### config.mk
export PLATFORM = sky130hd
export DESIGN_NAME = seq_shifter
export DESIGN_NICKNAME = d
export VERILOG_FILES = /design/src/rtl/seq_shifter.sv
export SDC_FILE = /design/constraint.sdc
export NUM_CORES = 1
export LEC_CHECK = 0
export CORE_AREA = 2 2 65 97
export CTS_CLUSTER_DIAMETER = 200
export DETAILED_ROUTE_END_ITERATION = 7
export DIE_AREA = 0 0 67 99
export DONT_BUFFER_PORTS = 1
export GPL_TIMING_DRIVEN = 1
export PLACE_DENSITY = 0.66
export SYNTH_ARGS = -nofsm -noshare
export SYNTH_HDL_FRONTEND = slang
export SYNTH_SLANG_ARGS = --single-unit
export TNS_END_PERCENT = 30
### constraint.sdc
create_clock -name clk -period 2.7 [get_ports clk]
set_input_delay 0.27 -clock clk [delete_from_list [all_inputs] [get_ports clk]]
set_output_delay 0.27 -clock clk [all_outputs]
set_load 0.02 [all_outputs]
### src/rtl/seq_shifter.sv
// seq_shifter: iterative SLL/SRL/SRA unit producing result plus last-bit-out carry.
// Define SEQ_SHIFTER_FAST_EN to shift up to 4 bits per cycle instead of 1.
module seq_shifter #(
    parameter int WIDTH = 32,
    parameter int CNT_W = 6
) (
    input  logic             clk,
    input  logic             rst_n,
    input  logic             start,
    input  logic [1:0]       op,
    input  logic [WIDTH-1:0] operand,
    input  logic [WIDTH-1:0] shamt,
    output logic             busy,
    output logic             done,
    output logic [WIDTH-1:0] result,
    output logic             carry
);
    localparam logic [1:0] S_IDLE  = 2'd0;
    localparam logic [1:0] S_SHIFT = 2'd1;
    localparam logic [1:0] S_DONE  = 2'd2;
    localparam logic [CNT_W-1:0] CNT_MAX = CNT_W'(WIDTH);

    logic [1:0]       state_q, state_d;
    logic [1:0]       op_q, op_d;
    logic [CNT_W-1:0] cnt_q, cnt_d;
    logic [WIDTH-1:0] result_q, result_d;
    logic             carry_q, carry_d;

    // One single-bit shift step, returned as {carry, result}; op 11 holds both.
    function automatic logic [WIDTH:0] step(input logic [WIDTH-1:0] r, input logic c, input logic [1:0] o);
        return (o == 2'b00) ? {r[WIDTH-1], r[WIDTH-2:0], 1'b0} :
               (o == 2'b01) ? {r[0], 1'b0, r[WIDTH-1:1]} :
               (o == 2'b10) ? {r[0], r[WIDTH-1], r[WIDTH-1:1]} : {c, r};
    endfunction

`ifdef SEQ_SHIFTER_FAST_EN
    logic [CNT_W-1:0] amt;
    logic [WIDTH:0]   acc;
`endif

    always_comb begin
        state_d  = state_q;
        op_d     = op_q;
        cnt_d    = cnt_q;
        result_d = result_q;
        carry_d  = carry_q;
`ifdef SEQ_SHIFTER_FAST_EN
        amt = '0;
        acc = {carry_q, result_q};
`endif
        if (state_q == S_IDLE || state_q == S_DONE) begin
            state_d = S_IDLE;
            if (start) begin
                state_d  = S_SHIFT;
                op_d     = op;
                cnt_d    = (shamt >= WIDTH) ? CNT_MAX : shamt[CNT_W-1:0];
                result_d = operand;
                carry_d  = 1'b0;
            end
        end else if (state_q == S_SHIFT) begin
            if (cnt_q == '0) begin
                state_d = S_DONE;
            end else begin
`ifdef SEQ_SHIFTER_FAST_EN
                amt = (cnt_q > CNT_W'(4)) ? CNT_W'(4) : cnt_q;
                for (int i = 0; i < 4; i++)
                    if (CNT_W'(i) < amt) acc = step(acc[WIDTH-1:0], acc[WIDTH], op_q);
                {carry_d, result_d} = acc;
                cnt_d = cnt_q - amt;
`else
                {carry_d, result_d} = step(result_q, carry_q, op_q);
                cnt_d = cnt_q - 1'b1;
`endif
            end
        end else begin
            state_d = S_IDLE;
        end
    end

    always_ff @(posedge clk or negedge rst_n) begin
        if (!rst_n) begin
            state_q  <= S_IDLE;
            op_q     <= 2'b00;
            cnt_q    <= '0;
            result_q <= '0;
            carry_q  <= 1'b0;
        end else begin
            state_q  <= state_d;
            op_q     <= op_d;
            cnt_q    <= cnt_d;
            result_q <= result_d;
            carry_q  <= carry_d;
        end
    end

    assign busy   = (state_q == S_SHIFT);
    assign done   = (state_q == S_DONE);
    assign result = result_q;
    assign carry  = carry_q;
endmodule

### After elaboration in Yosys (flattened, before gate mapping)

Cells that the tools add are included.

| word-level totals | value |
|---|---|
| flip-flop bits (word level) | 43 |
| bits of input ports | 69 |
| output and inout bits | 35 |

| cells by class | value |
|---|---|
| add/sub/neg operators | 1 |
| order comparisons | 1 |
| equality and inequality tests | 7 |
| mux-type cells | 20 |
| reduce and logical (&&, ||, !) cells | 11 |

Operator list:

| kind | number |
|---|---|
| 32-bit two-way mux | 4 |
| 33-bit two-way mux | 3 |
| 32-bit by 6-bit >= comparator with 1-bit output (second input constant) | 1 |
| 6-bit two-way mux | 5 |
| 4-bit AND reduction | 2 |
| 6-bit logical NOT | 1 |
| 2-bit two-way mux | 3 |
| 6-bit by 1-bit subtractor with 6-bit output (second input constant) | 1 |
| 1-bit two-way mux | 5 |
| 2-bit by 1-bit equality test with 1-bit output (second input constant) | 2 |
| 2-bit equality test (second input constant) | 2 |
| 2-bit logical NOT | 2 |
| 2-bit != test (second input constant) | 2 |
| 4-bit nonzero test | 1 |
| 3-bit by 1-bit != test with 1-bit output (second input constant) | 1 |
| 3-bit AND reduction | 1 |
| 3-bit nonzero test | 1 |
| 2-bit AND reduction | 1 |
| 2-bit nonzero test | 1 |
| 1-bit logical OR | 1 |

### Logic depth before layout (Yosys ltp)

Gate-level depths: netlist of run 1.

| logic depth | value |
|---|---|
| depth after elaboration | 7 |
| gate-level depth with buffers | 7 |
| gate-level depth less buffers | 7 |

### Worst setup path before layout of run 1

OpenSTA, ideal clock, no wires.

| timing | value |
|---|---|
| path type | flip-flop to flip-flop |
| from | reg cnt_q[0] |
| to | reg result_q[0], in the netlist result[0] |
| arrival | 1.764 ns |
| required time | 2.575 ns |
| setup slack | 0.811 ns |
| stages on the path, launching flop included | 8 |
| buffers on the path | 1 |
| clock period less this slack | 1.889 ns |
| cell sequence | dfrtp_1 > inv_1 > ha_1 > nor2b_1 > a211o_1 > o21ai_4 > buf_6 > mux2_2 |

| on the way | value |
|---|---|
| cells in the longest elaborated chain, start to end | 3 |

RTL lines:

| element | line | RTL |
|---|---|---|
| start: declaration | 25 | `logic [CNT_W-1:0] cnt_q, cnt_d;` |
| start signal: assignment | 90 | `cnt_q <= cnt_d;` |
| 6-bit logical NOT | 61 | `if (cnt_q == '0) begin` |
| 2-bit != test (no line) | - |  |
| 4-bit AND reduction (no line) | - |  |
| end signal: assignment | 91 | `result_q <= result_d;` |
| end: declaration | 26 | `logic [WIDTH-1:0] result_q, result_d;` |

Every way passes these cells.
A chain may end at the register's enable or synchronous reset.

### Worst setup path after layout of run 1

| timing | value |
|---|---|
| from | reg cnt_q[0] |
| to | reg result_q[16], in the netlist result[16] |

Same word-level chain as after synthesis.

==> results of run 1 <==
[area by class of cell]
cell class	instances	area (sq um)	share of cell area (%)
inverter	7	26.3	0.953
tap	72	90.1	3.27
multi-input combinational	184	1360	49.2
sequential	43	1080	39.1
clock buffer	5	68.8	2.50
clock inverter	3	43.8	1.59
timing repair buffer	8	95.1	3.45
[cell families after synthesis]
kind of cell / count (synthesis) / synth area share (%)
buf+inv: 22 / 4.29
mux: 65 / 27.3
flops: 43 / 42.4
compound gates: 52 / 12.7
fa+ha+maj: 3 / 1.48
simple gates: 64 / 11.9
[flip-flops by register name, indices dropped and copies added (netlist names)]
| register | count |
|---|---|
| state_q | 2 |
| carry | 1 |
| result | 32 |
| op_q | 2 |
| cnt_q | 6 |
[worst max-delay path: stages, from the launching register on]
cell,delay [ns]
dfrtp_1,0.37
inv_1,0.06
ha_1,0.22
nor2b_1,0.17
a211o_1,0.33
o21ai_4,0.18
buf_12,0.21
mux2_2,0.36
[cells in the mapped netlist, types with 2 or more instances]
library cell	count	area, sq um
a21oi_1	33	165
nor3_1	2	10.0
buf_1	3	11.3
o21ai_0	4	20.0
nor2_1	36	135
clkbuf_1	6	22.5
mux2_2	32	360
inv_1	7	26.3
a22o_1	2	17.5
nor4_1	8	50.1
buf_2	3	15.0
ha_1	3	37.5
a31o_2	2	17.5
a2bb2oi_1	2	17.5
buf_6	3	33.8
nand2_1	4	15.0
and3_1	4	25.0
mux2i_1	32	320
dfrtp_1	43	1080
nor2b_1	4	25.0
[worst paths after layout]
path | end | depth (start not counted)
max | result[16] | 7
min | op_q[0] | 2
max reg2reg | result[16] | 7
min reg2reg | cnt_q[1] | 2
max in group asynchronous | state_q[0] | 2
min in group asynchronous | result[11] | 2
[per-stage QoR]
stage / std cells / worst slack, ns
after floorplan: 249 / 0.811
after CTS: 322 / 0.664
after detailed placement: 312 / 0.681
after global placement: 312 / 0.743
final: 322 / 0.670
after global routing: 322 / 0.565
[where the power goes]
group | leakage (uW) | switching (uW) | internal, uW | total [uW]
combinational | 0.000606 | 1010 | 1200 | 2210
sequential | 0.000493 | 662 | 982 | 1640
clock | 0.0000581 | 228 | 276 | 503
[routing by layer]
| metal | part of all wire (%) | vias up | wire (um) |
|---|---|---|---|
| li1 | - | 909 | - |
| met1 | 40 | 882 | 2220 |
| met2 | 52 | 72 | 2870 |
| met3 | 6.5 | 6 | 356 |
| met4 | 1.2 | 0 | 67 |
| met5 | 0 | - | 0 |
==> results.json, run 1 <==
{
  "netlist_instances": 249,
  "syn-cell-area_sq_um": 2540,
  "diodes": 0,
  "port_buffers": 0,
  "period_needed_ns": 2.03,
  "std_cell_rows": 34,
  "max_cap_viol_count": 0,
  "design_area_sq_um": 2760,
  "met1_usage_pct": 21.7,
  "worst_hold_slack_ns": 0.0956,
  "finalNetCount": 321,
  "postCtsHoldBufs": 2,
  "worst_path_arrival_ns": 2.21,
  "setup.worst_path.start": "cnt_q[0]",
  "grt.busiest_layer": "met2",
  "rsz_0062_raised_after_global_routing": "false",
  "ys_warn_count": 0,
  "fraction_of_layout_instances_using_a_drive_strength_above_1_pct": 20.8,
  "clkSlewWorstSetupHoldPaths_ns": 0.09,
  "vias_per_cell": 5.80,
  "routedWlPerCell_um": 17.1,
  "power.density_nw_per_um2": 1580,
  "crit_path_end_kind": "flip-flop",
  "grt_util_all_layers_pct": 16.9,
  "placer_s_final_routability_congestion_estimate": 0.870,
  "synth_area_per_cell_sq_um": 10.2,
  "dieWidth_um": 67,
  "globalRouteOverflowTotal": 0,
  "asyncSetResetFlopFracSynth_pct": 100,
  "tritoncts_num_sinks": 43,
  "post_synth_edffs": 0,
  "filler_cell_count": 594,
  "grt_first_pass_wirelength_um": 8670,
  "initial_utilization_pct": 43.9,
  "path_category_of_the_worst_min_delay_check": "input port to flip-flop",
  "commonest_non_fill_non_tap_cell_in_the_layout": "dfrtp_1",
  "slew_limit_headroom_pct": 61.9,
  "synth-seq-area-share_pct": 42.4,
  "worst-slew-pin-transition_ns": 0.567,
  "grt_pass1_vias": 1840,
  "cts_made_buffers": 5,
  "detailed_place.area_sq_um": 2610,
  "fin_tns_setup_ns": 0,
  "clk_latency_ns": 0.29,
  "design_power_total_uw": 4360,
  "die_y_um": 99,
  "fp.coreArea_sq_um": 5790,
  "reg2reg_from": "cnt_q[0]",
  "finalMaxSlewViolations": 0,
  "clock_path_buffers": 2,
  "power.static_leakage_uw": 0.00116,
  "synthToLayoutAreaGrowth_pct": 8.62,
  "dp_hpwl_um": 4070,
  "gr-usage-met3_pct": 3.65,
  "max_rail_drop_vdd_v": 0.000769,
  "grt_max_degree": 44,
  "detail_route.first_pass.iterations": 4,
  "route.antenna.remaining_nets": 0,
  "yosys.cell_types.count": 36,
  "groute.layer.met2.usage_pct": 28.1,
  "layout_worst_path_cycle_share_pct": 75.2,
  "outcome": "complete, no violations",
  "wl_um": 5520,
  "io_pins": 104,
  "critical_path_peak_fanout": 32,
  "antenna_violations_before_repair": 0,
  "post-cts-setup-buffer-count": 0,
  "setup_viol": 0,
  "timing.critical_path.required_ns": 2.88,
  "mostFrequentLayoutCells": "dfrtp_1, nor2_1, a21oi_1",
  "worstSetupStartpointType": "flip-flop",
  "synth.net_count": 321,
  "hold_violations": 0,
  "reg2reg_slack_ns": 0.67,
  "route.vias.total": 1869,
  "die-area_sq_um": 6630,
  "clock_tree.root_cell": "clkbuf_8",
  "finClkSkew_ns": 0.00816,
  "fmax_ghz": 0.493,
  "critical_path_class": "flip-flop to flip-flop",
  "h-tree-depth": 2,
  "drt_iter0_drc": 75,
  "post-route-drc-count": 0,
  "synth-seq-cells": 43,
  "timing.hold.worst.start": "op[0]",
  "fin_util_pct": 47.7,
  "ys.flop_type": "dfrtp_1",
  "cts_tree": "built",
  "postCtsResizedCells": 0
}
Power figures use the tool's default switching activity.
==> run 2, diff against run 1 <==
--- a/config.mk
+++ b/config.mk
@@ -5,13 +5,14 @@
 export SDC_FILE = /design/constraint.sdc
 export NUM_CORES = 1
 export LEC_CHECK = 0
-export CORE_AREA = 2 2 65 97
+export ABC_AREA = 1
+export CORE_AREA = 2 2 65 98
 export CTS_CLUSTER_DIAMETER = 200
 export DETAILED_ROUTE_END_ITERATION = 7
-export DIE_AREA = 0 0 67 99
+export DIE_AREA = 0 0 67 100
 export DONT_BUFFER_PORTS = 1
 export GPL_TIMING_DRIVEN = 1
-export PLACE_DENSITY = 0.66
+export PLACE_DENSITY = 0.68
 export SYNTH_ARGS = -nofsm -noshare
 export SYNTH_HDL_FRONTEND = slang
 export SYNTH_SLANG_ARGS = --single-unit
==> constraint.sdc (replaced) <==
create_clock -name clk -period 1.8 [get_ports clk]
set_input_delay 0.18 -clock clk [delete_from_list [all_inputs] [get_ports clk]]
set_output_delay 0.18 -clock clk [all_outputs]
set_load 0.02 [all_outputs]
==> run 2 against run 1 <==
Sequential power rose by 38%. Sequential share of layout area is 1.2 points lower. Global-route usage rose by 2.8 points. Largest power group unchanged.
==> results.json, run 2 <==
{
  "synthDominantAreaCellType": "dfrtp_1",
  "postLayoutSetupSlackWorst_ns": 0.130,
  "worst_hold_slack_ns": 0.0423,
  "timing.hold.worst.start": "op[1]",
  "synth_area_per_cell_sq_um": 7.03,
  "grt_first_pass_wirelength_um": 10200,
  "post-route-drc-count": 0,
  "clk_latency_ns": 0.30,
  "timing.critical_path.required_ns": 2.02,
  "std_cell_rows": 35,
  "worstPathBufferInverterCount": 2,
  "slew_limit_headroom_pct": 63.8,
  "grt_pass1_vias": 2242,
  "grt_max_degree": 44,
  "routedWlPerCell_um": 14.4,
  "worstSetupStartpointType": "flip-flop",
  "post_synth_edffs": 0,
  "critical_path_class": "flip-flop to flip-flop",
  "ys.flop_type": "dfrtp_1",
  "pwr-share-comb_pct": 51.3,
  "cts_made_buffers": 5,
  "design_power_total_uw": 6180,
  "fin_tns_setup_ns": 0,
  "syn-cell-area_sq_um": 2560,
  "antenna_violations_before_repair": 0,
  "h-tree-depth": 2,
  "synth.net_count": 436,
  "dp_hpwl_um": 4690,
  "outcome": "complete, no violations",
  "finalMaxSlewViolations": 0,
  "synth_top_cells_by_area": "dfrtp_1, nand2_1, inv_1, o21ai_1, nor2_1",
  "cts_tree": "built",
  "synthDominantCellAreaShare_pct": 42.1,
  "worst_path_arrival_ns": 1.89,
  "die_y_um": 100,
  "setup_viol": 0,
  "route.vias.total": 2315,
  "layout_worst_path_cycle_share_pct": 92.8,
  "detail_route.first_pass.iterations": 4,
  "hold_violations": 0,
  "synth-seq-cells": 43,
  "most_frequent_cells_after_synthesis": "nand2_1, inv_1, dfrtp_1, nor2_1, o21ai_1",
  "finClkSkew_ns": 0.00641,
  "drt_iter0_drc": 71,
  "fmax_ghz": 0.599,
  "mostFrequentLayoutCells": "nand2_1, inv_1, dfrtp_1",
  "r2r-end": "result[17]",
  "yosys.cell_types.count": 25,
  "port_buffers": 0,
  "crit_path_end_kind": "flip-flop",
  "worst-slew-pin-transition_ns": 0.543,
  "fraction_of_layout_instances_using_a_drive_strength_above_1_pct": 9.19,
  "hold_path_depth": 2,
  "max_rail_drop_vdd_v": 0.00114,
  "reg2reg_from": "cnt_q[0]",
  "synthToLayoutAreaGrowth_pct": 11.1,
  "ys_warn_count": 0,
  "power.static_leakage_uw": 0.00143,
  "vias_per_cell": 5.21,
  "power.sequential.fraction_pct": 36.6,
  "clock_tree.root_cell": "clkbuf_8",
  "max_cap_viol_count": 0,
  "power_switching_share_pct": 49.8,
  "path_category_of_the_worst_min_delay_check": "input port to flip-flop",
  "asyncSetResetFlopFracSynth_pct": 100,
  "critical_path.cell_chain": "inv_2, ha_1, nand2_1, nor2_2, nand3_2, nand2_2, nand2_4, nand2_8, buf_12, nand2_1, o21ai_1",
  "critPathSlowestCell": "dfrtp_1",
  "power.clock.fraction_pct": 12.2,
  "tritoncts_num_sinks": 43,
  "cpMostUsedCell": "nand2_1",
  "critical_path_peak_fanout": 22,
  "reg2reg_slack_ns": 0.13,
  "io_pins": 104,
  "period_needed_ns": 1.67,
  "post-synth-top-count-cell": "nand2_1",
  "commonest_non_fill_non_tap_cell_in_the_layout": "nand2_1",
  "largest_reg_flops": 32,
  "globalRouteOverflowTotal": 0,
  "fp.coreArea_sq_um": 5960,
  "die-area_sq_um": 6700,
  "pre_cts_ws_ns": 0.0951,
  "power.density_nw_per_um2": 2180,
  "route.antenna.remaining_nets": 0,
  "power_switching_uw": 3080,
  "worst_path_dominant_cell_family": "simple AND/OR/NAND/NOR gates",
  "clkSlewWorstSetupHoldPaths_ns": 0.08,
  "wl_um": 6380,
  "grt_util_all_layers_pct": 19.8,
  "clock_path_buffers": 2,
  "diodes": 0,
  "rsz_0062_raised_after_global_routing": "true",
  "cell_internal_pwr_uw": 3110,
  "synth-seq-area-share_pct": 42.1,
  "netlist_instances": 364,
  "dieWidth_um": 67,
  "rr_worst_depth": 11,
  "finalNetCount": 441,
  "placer_s_final_routability_congestion_estimate": 0.825,
  "min_to": "op_q[1]",
  "initial_utilization_pct": 42.9,
  "worst_path_largest_cell_delay_ns": 0.39
}
## run 2: changes by cell type after synthesis, sizes merged, moves of 8 or more
cell,before,now
o21ai,5,45
mux2,33,0
a221oi,0,12
nor4,8,0
nand3,1,13
nand2,4,117
inv,7,52
mux2i,32,0
a21oi,33,20
## run 2: metal layers
metal / global-route usage [%] / vias up / routed length [um]
met1: 21.0 / 1050 / 2330
met3: 5.27 / 11 / 496
met4: 6.75 / 0 / 121
met5: 0 / - / 0
met2: 36.6 / 90 / 3430
li1: - / 1164 / -
## run 2: worst max path at each step
stage / start / to / slack (ns) / cells after the start
floorplan: op_q[0] / result[11] / 0.33 / 8
global placement: cnt_q[0] / cnt_q[1] / 0.17 / 11
detailed placement: cnt_q[0] / cnt_q[1] / 0.1 / 11
CTS: cnt_q[0] / cnt_q[1] / 0.07 / 11
global route: cnt_q[0] / result[28] / -0.01 / 11
finish: cnt_q[0] / result[17] / 0.13 / 11
## run 2: area by class of cell
class / instances / area (sq um)
Tap cell: 74 / 92.6
Clock inverter: 3 / 43.8
Timing Repair Buffer: 13 / 158
Multi-Input combinational cell: 254 / 1200
Inverter: 52 / 199
Sequential cell: 43 / 1080
Fill cell: 631 / 3110
Clock buffer: 5 / 68.8
## run 2: worst reg2reg max path, stage by stage, from the launching register on
cell	delay, ns
dfrtp_1	0.39
inv_2	0.07
ha_1	0.16
nand2_1	0.08
nor2_2	0.18
nand3_2	0.10
nand2_2	0.09
nand2_4	0.09
nand2_8	0.13
buf_12	0.15
nand2_1	0.05
o21ai_1	0.09
## run 2: power by group through the flow
stage | logic [uW] | clock network [uW] | registers (uW)
6_report | 3170 | 753 | 2260
3_5_place_dp | 3000 | 0 | 2280
2_1_floorplan | 2410 | 0 | 2120
3_3_place_gp | 2920 | 0 | 2270
5_1_grt | 3600 | 808 | 2320
4_1_cts | 3050 | 771 | 2260
## run 2: per-stage QoR
| step | instances | cell area [sq um] | util [%] |
|---|---|---|---|
| floorplan | 364 | 2560 | - |
| global placement | 432 | 2650 | 44.5 |
| detailed placement | 432 | 2650 | 44.5 |
| CTS | 442 | 2800 | 47.0 |
| global route | 444 | 2840 | 47.7 |
| finish | 444 | 2840 | 47.7 |
## run 2: cell families (layout without fill, tap and decap cells)
logic type	Yosys count	count (layout)	synth area share, %
xor+xnor	1	1	0.343
fa+ha+maj	3	3	1.47
flops	43	43	42.1
simple gates	172	172	27.3
buf+inv	67	73	11.7
compound gates	78	78	17.1
## run 2: what timing repair did
action,CTS,global route
hold buffers,2,0
buffers inserted,0,2
setup endpoints to repair,0,35
hold endpoints to repair,43,0
gates resized for setup,0,6
